===== src/rtl/switch_ingress_arbiter.sv =====
// switch_ingress_arbiter: per-lane FIFOs feeding per-output round-robin
// arbitration so the downstream switch never sees two lanes on one output.
module switch_ingress_arbiter #(
  parameter int PORTS  = 4,
  parameter int DATA_W = 8,
  parameter int ADDR_W = 8,
  parameter int DEPTH  = 4
) (
  input  logic                     clk,
  input  logic                     reset,
  input  logic [PORTS-1:0]         src_valid,
  output logic [PORTS-1:0]         src_ready,
  input  logic [PORTS*DATA_W-1:0]  src_data,
  input  logic [PORTS*ADDR_W-1:0]  src_addr,
  output logic [PORTS-1:0]         valid_in,
  output logic [PORTS*DATA_W-1:0]  data_in,
  output logic [PORTS*ADDR_W-1:0]  addr_in,
  output logic [PORTS-1:0]         drop,
  output logic [15:0]              conflict_cnt
);

  localparam int PW = $clog2(PORTS);
  localparam int AW = $clog2(DEPTH);

  logic [DATA_W-1:0] r_data [PORTS][DEPTH];
  logic [PW-1:0]     r_dst  [PORTS][DEPTH];
  logic [AW-1:0]     r_wp   [PORTS];
  logic [AW-1:0]     r_rp   [PORTS];
  logic [AW:0]       r_cnt  [PORTS];
  logic [PW-1:0]     r_rr   [PORTS];
  logic              r_en;

  logic [PORTS-1:0]        r_valid;
  logic [PORTS*DATA_W-1:0] r_dout;
  logic [PORTS*ADDR_W-1:0] r_aout;
  logic [PORTS-1:0]        r_drop;
  logic [15:0]             r_ccnt;

  logic [PORTS-1:0]  w_ok;
  logic [PORTS-1:0]  w_acc;
  logic [PORTS-1:0]  w_push;
  logic [PORTS-1:0]  w_req;
  logic [PORTS-1:0]  w_gnt;
  logic [PW-1:0]     w_hdst [PORTS];
  logic [DATA_W-1:0] w_hdat [PORTS];
  logic [PW-1:0]     w_rr_nxt [PORTS];
  logic              w_conf;

  // Handshake, address check and FIFO head view per lane
  always_comb begin
    for (int i = 0; i < PORTS; i++) begin
      src_ready[i] = r_en && (r_cnt[i] < (AW+1)'(DEPTH));
      w_ok[i]      = src_addr[i*ADDR_W +: ADDR_W] < ADDR_W'(PORTS);
      w_acc[i]     = src_valid[i] & src_ready[i];
      w_push[i]    = w_acc[i] & w_ok[i];
      w_req[i]     = r_cnt[i] != '0;
      w_hdst[i]    = r_dst[i][r_rp[i]];
      w_hdat[i]    = r_data[i][r_rp[i]];
    end
  end

  // Per-output round-robin search starting at r_rr[o]
  always_comb begin : arb
    logic [PW-1:0] idx;
    logic          found;
    int            ncand;
    w_gnt  = '0;
    w_conf = 1'b0;
    idx    = '0;
    found  = 1'b0;
    ncand  = 0;
    for (int o = 0; o < PORTS; o++) begin
      w_rr_nxt[o] = r_rr[o];
    end
    for (int o = 0; o < PORTS; o++) begin
      found = 1'b0;
      ncand = 0;
      for (int j = 0; j < PORTS; j++) begin
        idx = r_rr[o] + PW'(j);
        if (w_req[idx] && (w_hdst[idx] == PW'(o))) begin
          ncand = ncand + 1;
          if (!found) begin
            found       = 1'b1;
            w_gnt[idx]  = 1'b1;
            w_rr_nxt[o] = idx + PW'(1);
          end
        end
      end
      if (ncand >= 2) w_conf = 1'b1;
    end
  end

  // FIFO pointers, occupancy, rr state and ready enable
  always_ff @(posedge clk or negedge reset) begin
    if (!reset) begin
      r_en <= 1'b0;
      for (int i = 0; i < PORTS; i++) begin
        r_wp[i]  <= '0;
        r_rp[i]  <= '0;
        r_cnt[i] <= '0;
        r_rr[i]  <= '0;
      end
    end else begin
      r_en <= 1'b1;
      for (int i = 0; i < PORTS; i++) begin
        r_rr[i] <= w_rr_nxt[i];
        if (w_push[i]) r_wp[i] <= r_wp[i] + AW'(1);
        if (w_gnt[i])  r_rp[i] <= r_rp[i] + AW'(1);
        if (w_push[i] && !w_gnt[i])
          r_cnt[i] <= r_cnt[i] + 1'b1;
        else if (!w_push[i] && w_gnt[i])
          r_cnt[i] <= r_cnt[i] - 1'b1;
      end
    end
  end

  // FIFO storage; contents only matter once counted as valid
  always_ff @(posedge clk) begin
    for (int i = 0; i < PORTS; i++) begin
      if (w_push[i]) begin
        r_data[i][r_wp[i]] <= src_data[i*DATA_W +: DATA_W];
        r_dst[i][r_wp[i]]  <= src_addr[i*ADDR_W +: PW];
      end
    end
  end

  // Registered switch-side outputs, drop pulses and conflict counter
  always_ff @(posedge clk or negedge reset) begin
    if (!reset) begin
      r_valid <= '0;
      r_dout  <= '0;
      r_aout  <= '0;
      r_drop  <= '0;
      r_ccnt  <= '0;
    end else begin
      for (int i = 0; i < PORTS; i++) begin
        r_valid[i] <= w_gnt[i];
        r_dout[i*DATA_W +: DATA_W] <= w_gnt[i] ? w_hdat[i] : '0;
        r_aout[i*ADDR_W +: ADDR_W] <= w_gnt[i] ? ADDR_W'(w_hdst[i]) : '0;
        r_drop[i] <= w_acc[i] & ~w_ok[i];
      end
      if (w_conf && (r_ccnt != 16'hFFFF)) r_ccnt <= r_ccnt + 16'd1;
    end
  end

  assign valid_in     = r_valid;
  assign data_in      = r_dout;
  assign addr_in      = r_aout;
  assign drop         = r_drop;
  assign conflict_cnt = r_ccnt;

endmodule


===== config.mk =====
export PLATFORM = sky130hd
export DESIGN_NAME = switch_ingress_arbiter
export DESIGN_NICKNAME = d
export VERILOG_FILES = /design/src/rtl/switch_ingress_arbiter.sv
export SDC_FILE = /design/constraint.sdc
export NUM_CORES = 1
export LEC_CHECK = 0
export ABC_AREA = 1
export BUFFER_PORTS_ARGS = -buffer_cell sky130_fd_sc_hd__buf_4
export CELL_PAD_IN_SITES_DETAIL_PLACEMENT = 0
export CELL_PAD_IN_SITES_GLOBAL_PLACEMENT = 1
export CORE_ASPECT_RATIO = 0.6
export CORE_MARGIN = 2
export CORE_UTILIZATION = 49
export CTS_CLUSTER_SIZE = 12
export DETAILED_ROUTE_END_ITERATION = 10
export PLACE_DENSITY_LB_ADDON = 0.1
export SLEW_MARGIN = 30
export SYNTH_ARGS = -nofsm -noshare
export SYNTH_HDL_FRONTEND = slang
export SYNTH_SLANG_ARGS = --single-unit
export TNS_END_PERCENT = 100

===== constraint.sdc =====
create_clock -name clk -period 7.8 [get_ports clk]
set_clock_uncertainty 0.1 [all_clocks]
set_input_delay 1.17 -clock clk [delete_from_list [all_inputs] [get_ports clk]]
set_output_delay 1.17 -clock clk [all_outputs]
set_load 0.005 [all_outputs]

==> results of run 1 <==
## Yosys cell counts, types with 2 or more instances
cell type,instances,area (sq um)
nand2_1,326,1220
edfxtp_1,160,4800
nor2_1,140,526
inv_1,121,454
nand3_1,116,581
dfrtp_1,101,2530
o21ai_0,52,260
ha_1,50,626
buf_4,33,248
nand2_2,30,188
a21oi_1,28,140
xor2_1,26,228
a32o_1,16,160
o22a_1,16,140
clkbuf_1,14,52.6
inv_2,14,52.6
nor2_2,13,81.3
xnor2_1,12,105
nand4_1,11,68.8
nand3b_1,10,75.1
nand3_2,9,90.1
nor3_1,9,45.0
buf_2,8,40.0
buf_6,8,90.1
nand2_4,7,78.8
mux2i_1,5,50.1
fa_1,4,80.1
o211ai_1,4,30.0
o21ai_1,4,20.0
or4_1,4,30.0
mux2_2,3,33.8
a31oi_1,2,12.5
clkinv_1,2,7.51
conb_1,2,7.51
nor2_4,2,22.5
nor3_4,2,32.5
nor4_1,2,12.5
or2_0,2,12.5
## power groups by stage
stage | clock network [uW] | logic, uW | registers (uW)
final | 1160 | 4250 | 2000
after CTS | 1170 | 4220 | 1990
after global routing | 1230 | 4780 | 2030
after floorplan | 0 | 3290 | 1900
after detailed placement | 0 | 4190 | 2020
after global placement | 0 | 4180 | 2020
## per-layer routing
layer,global-route usage (%),vias up,routed length (um)
met2,29.6,277,12200
met3,4.68,34,2180
met4,3.42,0,432
li1,-,4766,-
met5,0,-,0
met1,36.1,4536,16100
## per-stage QoR
stage               instances  hold WS, ps  utilization [%]
floorplan                1398          394                -
global placement         1834          417             54.5
detailed placement       1834          426             54.5
CTS                      1882          438             57.4
global route             1882          448             57.5
finish                   1882          435             57.5
## how the worst min path moves through the flow
| stage | startpoint | endpoint | slack, ps |
|---|---|---|---|
| after floorplan | r_wp[0] | r_wp[0] | 390 |
| after detailed placement | conflict_cnt[9] | conflict_cnt[9] | 430 |
| after global placement | r_wp[6] | r_wp[6] | 420 |
| after CTS | r_wp[2] | r_wp[2] | 440 |
| after global routing | r_wp[2] | r_wp[2] | 450 |
| final | r_wp[6] | r_wp[6] | 440 |
## layout make-up
class                      instances  area (sq um)
clock buffer                      44           718
clock inverter                     4          46.3
fill                            2237         11300
inverter                         137           514
multi-input combinational        937          5150
sequential                       261          7330
tap                              360           450
timing repair buffer             139          1040
## flip-flops by register name (all words and copies together) (netlist names)
name	flops
addr_in	8
conflict_cnt	16
data_in	32
drop	4
r_cnt	12
r_data	128
r_dst	32
r_en	1
r_rp	8
r_rr	8
r_wp	8
valid_in	4
## cells by family (layout without fill, tap and decap cells)
kind of cell    count (synthesis)  count (layout)  share of synthesized area, %
simple gates                  685             685                          23.2
flops                         261             261                          55.1
buf+inv                       200             324                          7.10
compound gates                127             127                          6.10
fa+ha+maj                      54              54                          5.31
xor+xnor                       38              38                          2.50
mux                             8               8                         0.630
other cells                     2              25                        0.0565
==> summary.md, run 1 <==
| Metric | Value |
|---|---|
| RSZ-0062 raised after global routing | false |
| Critical Path End | r_cnt[5] |
| Worst hold path depth | 1 |
| Crit path max-delay family | simple AND/OR/NAND/NOR gates |
| Distinct cells, synth | 45 |
| Worst reg2reg setup slack | 2670 ps |
| Slowest library cell on the worst path | dfrtp_1 |
| Worst-Margin Slew | 825 ps |
| Post-synthesis register bit count | 261 |
| Rel. slew slack | 44.8% |
| Post-synthesis async set-or-reset flop share | 38.7% |
| Post-synthesis cell count | 1375 |
| Initial core utilization | 50.1% |
| Hold Vio Cnt, Final | 0 |
| Fin worst setup slack | 2670 ps |
| TritonCTS Sinks | 261 |
| Sequential-to-total area share from yosys stat | 55.1% |
| Root buffer cell | clkbuf_16 |
| Crit path cell chain | inv_2 -> nand2_1 -> nand3_1 -> nand2_1 -> nand2_1 -> nand2_1 -> nand3_1 -> nand2_1 -> inv_1 -> ha_1 -> nand2_2 -> nor2_4 -> nand2_1 -> nand3_1 -> nor2_1 -> nand2_2 -> inv_2 -> ha_1 -> inv_1 -> fa_1 -> a21oi_1 -> o21ai_0 -> xor2_1 |
| Ant diodes | 0 |
| Commonest non-fill, non-tap cell in the layout | nand2_1 |
| Post-route ant nets | 0 |
| Max-Cap Viols | 0 |
| CTS buffer count | 26 |
| PD cells | 485 nW/um^2 |
| Number of synthesized flops with an enable pin | 160 |
| # setup viols final | 0 |
| R2R Path Start | r_rp[6] |
| Final Slew Violations | 0 |
| Routed len/inst | 16.4 um |
| P_sw | 3590 uW |
| Combinational power share | 57.4% |
| PortBufs | 137 |
| Synth Cell Area | 13300 sq um |
| CP Buf/Inv Count | 4 |
| Overflow after GRT | 0 |
| Max Buffers Root-to-Sink | 3 |
| Initial antenna violation count | 0 |
| Drt first pass iters | 6 |
| Reg2reg path depth | 23 |
| F_max | 195 MHz |
| Row count | 46 |
| Crit path top cell by count | nand2_1 |
| Total power | 7400 uW |
| Net count, final | 1626 |
| Worst Path Arrival | 5470 ps |
| Flop pwr share | 27.0% |
| Hold Path Class | reg -> reg |
| Largest net degree at the start of global routing | 53 |
| RD Place Congestion | 0.934 |
| Setup WS pre-CTS | 2740 ps |
| VDD IR-drop max | 0.000240 V |
| DR iter-0 viols | 774 |
| Setup bufs post-CTS | 0 |
| First-pass GRT wire length | 49.4 mm |
| I/O pin count | 162 |
| Via count | 9613 |
| Most frequent cells in the layout | nand2_1 (326), edfxtp_1 (160), buf_4 (139) |
| Crit Path Class | reg -> reg |
| Worst-Skew Late Latency | 560 ps |
| WP depth | 23 |
| Die area | 28500 sq um |
| Area grow syn2layout | 14.7% |
| Layout cell share with drive strength beyond 1 | 17.5% |
| Clock transition at path regs | 70 ps |
| Post-DP Area | 14500 sq um |
| Core ar. | 26500 sq um |
| DIE HEIGHT | 132 um |
| Crit-path max cell delay | 870 ps |
| Critical path launch point | r_rp[6] |
| Sw Ratio | 48.5% |
| Hold_buf cts | 0 |
| Status | finished, final reports clean |
| Critical path peak fanout | 25 |
| Post-CTS sizing | 0 |
| H-tree levels | 1 |
| Clk pwr share | 15.6% |
| Fin area | 15300 sq um |
| Routed vias/inst | 5.11 |
| Prevailing post-synth register cell | edfxtp_1 |
| CTS tree | built |
| Int Pwr | 3810 uW |
| Reg-to-reg endpoint | r_cnt[5] |
| Syn avg cell area | 9.67 sq um |
| Leakage Power | 0.00682 uW |
| Final Critical Period | 5130 ps |
| Worst setup EP type | register |
| Crit path required time | 8140 ps |
| Crit share post-route | 65.7% |
| Setup TNS Final | 0 ps |
| DRC Markers | 0 |
| Vias in the first global route | 8880 |
| Placed wire-length estimate | 21.9 mm |
| Die X | 217 um |
| GRT Util Overall | 21.9% |
| Final wirelength | 30.9 mm |
| CP startpoint kind | register |
| Synth warn | 0 |
Note: power is estimated with default switching activity, not from simulation.
==> run 2: changes to the inputs <==
--- a/config.mk
+++ b/config.mk
@@ -5,13 +5,13 @@
 export SDC_FILE = /design/constraint.sdc
 export NUM_CORES = 1
 export LEC_CHECK = 0
-export ABC_AREA = 1
+export ABC_AREA = 0
 export BUFFER_PORTS_ARGS = -buffer_cell sky130_fd_sc_hd__buf_4
 export CELL_PAD_IN_SITES_DETAIL_PLACEMENT = 0
 export CELL_PAD_IN_SITES_GLOBAL_PLACEMENT = 1
 export CORE_ASPECT_RATIO = 0.6
 export CORE_MARGIN = 2
-export CORE_UTILIZATION = 49
+export CORE_UTILIZATION = 48
 export CTS_CLUSTER_SIZE = 12
 export DETAILED_ROUTE_END_ITERATION = 10
 export PLACE_DENSITY_LB_ADDON = 0.1
==> constraint.sdc (replaced) <==
create_clock -name clk -period 4.8 [get_ports clk]
set_clock_uncertainty 0.1 [all_clocks]
set_input_delay 0.72 -clock clk [delete_from_list [all_inputs] [get_ports clk]]
set_output_delay 0.72 -clock clk [all_outputs]
set_load 0.005 [all_outputs]
==> run 2 against run 1 <==
  * The flow now finishes with violations (hold timing)
  * Wire length fell by 5.3%
  * Total power increased by 53%
  * Maximum frequency increased by 11%
  * Critical path type unchanged
  * Sequential power increased by 52%
  * Hold slack worse by 440 ps
  * Synthesized area is 1.3% higher
  * Non-clock buffer count up 44
  * Clock power up 68%
==> summary.md, run 2 <==
| Metric | Value |
|---|---|
| Rel. slew slack | 42.4% |
| R2R Path Start | r_dst[0][0] |
| Failing checks | hold timing |
| Post-DP Area | 15000 sq um |
| Drt first pass iters | 5 |
| Worst-Margin Slew | 860 ps |
| I/O pin count | 162 |
| Clock transition at path regs | 60 ps |
| XOR/XNOR Fraction of Synth Area | 2.79% |
| Max-Cap Viols | 0 |
| Total power | 11300 uW |
| GRT Util Overall | 20.6% |
| DRC Markers | 0 |
| Critical path launch point | r_dst[0][0] |
| Distinct cells, synth | 85 |
| Int Pwr | 6750 uW |
| Post-synthesis register bit count | 261 |
| Combinational power share | 55.9% |
| Sequential-to-total area share from yosys stat | 54.4% |
| Die area | 29500 sq um |
| Yosys top cell by area | edfxtp_1 |
| Layout cell share with drive strength beyond 1 | 27.9% |
| Syn avg cell area | 13.6 sq um |
| Area grow syn2layout | 17.3% |
| Leakage Power | 0.00628 uW |
| Clk pwr share | 17.3% |
| # setup viols final | 0 |
| PD cells | 716 nW/um^2 |
| Synth Cell Area | 13500 sq um |
| Most frequent cell after synthesis | edfxtp_1 |
| Final wirelength | 29.3 mm |
| Crit share post-route | 96.5% |
| RD Place Congestion | 0.925 |
| Worst Path Arrival | 5010 ps |
| Largest net degree at the start of global routing | 41 |
| RSZ-0062 raised after global routing | true |
| Max reg flops | 128 |
| Synth Area in Simple Gates | 13.6% |
| Top area cells in the synthesized netlist | edfxtp_1 (36%), dfrtp_1 (19%), mux4_2 (11%) |
| Hold WS | -4.42 ps |
| Post-route ant nets | 0 |
| Placed wire-length estimate | 21.1 mm |
| Die X | 220 um |
| Final Critical Period | 4630 ps |
| Vias in the first global route | 8392 |
| Synth warn | 0 |
| Critical path peak fanout | 6 |
| Crit path required time | 5180 ps |
| Hold Path Class | in -> async |
| Fin area | 15800 sq um |
| First-pass GRT wire length | 47.3 mm |
| Commonest non-fill, non-tap cell in the layout | buf_4 |
| CTS tree | built |
| Status | finished with violations |
| Setup TNS Final | 0 ps |
| VDD IR-drop max | 0.000562 V |
| Post-synthesis cell count | 994 |
| Worst reg2reg setup slack | 170 ps |
| TritonCTS Sinks | 261 |
| Number of synthesized flops with an enable pin | 160 |
| CP startpoint kind | register |
| Worst-Skew Late Latency | 560 ps |
| Sw Ratio | 40.4% |
| Routed len/inst | 18.9 um |
| Adder-Cell Fraction of Synth Area | 5.24% |
| DR iter-0 viols | 860 |
| DIE HEIGHT | 134 um |
| Fin worst setup slack | 167 ps |
| Crit Path Class | reg -> reg |
| Share of the synthesized area in the top cell type | 35.6% |
| Hold_buf cts | 0 |
| Overflow after GRT | 0 |
| Mux share of post-synthesis cell area | 12.2% |
| Ant diodes | 0 |
| Filler cell count | 2228 |
| Setup WS pre-CTS | 226 ps |
| Root buffer cell | clkbuf_16 |
| Flop pwr share | 26.9% |
| Post-layout util | 57.3% |
| Routed vias/inst | 5.47 |
| Complex-gate fraction of the synthesized area | 7.59% |
| Worst setup EP type | register |
| Main combinational cell family by area after synthesis | simple AND/OR/NAND/NOR gates |
| CTS buffer count | 26 |
| Row count | 47 |
| Initial core utilization | 48.9% |
| PortBufs | 137 |
| Initial antenna violation count | 0 |
| Hold Vio Cnt, Final | 2 |
| Prevailing post-synth register cell | edfxtp_1 |
| Post-synthesis async set-or-reset flop share | 38.7% |
| Max Buffers Root-to-Sink | 3 |
| Via count | 8494 |
| Final Slew Violations | 0 |
| Net count, final | 1290 |
| Most frequent cells in the layout | buf_4 (182), edfxtp_1 (160), dfrtp_1 (101) |
| Post-synth top cells | edfxtp_1 (160), dfrtp_1 (101), nand2_1 (73) |
| P_sw | 4570 uW |
| F_max | 216 MHz |
| Core ar. | 27600 sq um |
| H-tree levels | 1 |
## run 2: critical path, stage by stage (launching register included)
cell	delay (ps)
edfxtp_1	430
nand2_1	70
mux4_2	580
or2_2	320
mux4_2	550
ha_1	260
buf_4	160
a32oi_1	240
o221ai_1	170
a211oi_1	370
and2_4	250
ha_1	180
inv_1	60
fa_1	370
xor2_1	170
nor2_1	110
xor2_1	150
## run 2: cell type report
cell class / count / area, sq um / share of cell area, %
flip-flops and latches: 261 / 7330 / 46.4
repair buffers: 183 / 1390 / 8.77
clock buffers: 44 / 738 / 4.67
multi-input cells: 655 / 5680 / 35.9
inverters: 39 / 146 / 0.926
clock inverters: 3 / 65.1 / 0.412
well taps: 367 / 459 / 2.90
## run 2: repair_timing
action	in CTS	in global routing
resized for setup	0	2
setup buffers	0	0
setup endpoints to repair	0	2
## run 2: worst paths after layout
check,end,cells past startpoint
worst min register to register,conflict_cnt[2],1
worst max-delay path,r_cnt[5],16
min in group clk,r_data[1][11],1
max in group asynchronous,addr_in[16],2
worst max register to register,r_cnt[5],16
worst min-delay path,data_in[13],1
## run 2: through the flow
| stage | hold slack (ps) | cells |
|---|---|---|
| after detailed placement | 406 | 1505 |
| final | -4.42 | 1552 |
| after global routing | 7.52 | 1552 |
| after floorplan | 324 | 1017 |
| after CTS | 3.12 | 1552 |
| after global placement | 401 | 1505 |
## run 2: power groups by stage
stage                     Clock, uW  Combinational (uW)  Sequential, uW
after floorplan                   0                4630            3030
after global placement            0                6250            3080
after detailed placement          0                6280            3090
after CTS                      2010                6310            3050
after global routing           2100                6930            3100
final                          1950                6320            3040
## run 2: per-layer routing
metal / wire (um) / vias up / track usage [%] / share of wire, %
met4: 554 / 0 / 3.77 / 1.9
met3: 1950 / 50 / 3.76 / 6.7
met2: 11800 / 267 / 28.2 / 40
met1: 15000 / 4210 / 34.3 / 51
li1: - / 3967 / - / -
met5: 0 / - / 0 / 0
## run 2: cells by family (layout without fill, tap and decap cells)
group	after synthesis	count (layout)
AND/OR/NAND/NOR	328	328
flip-flops	261	261
AO/OA/AOI/OAI	125	125
buffers and inverters	101	269
multiplexers	80	80
adder cells (fa/ha/maj)	54	54
XOR/XNOR	43	43
other	2	25
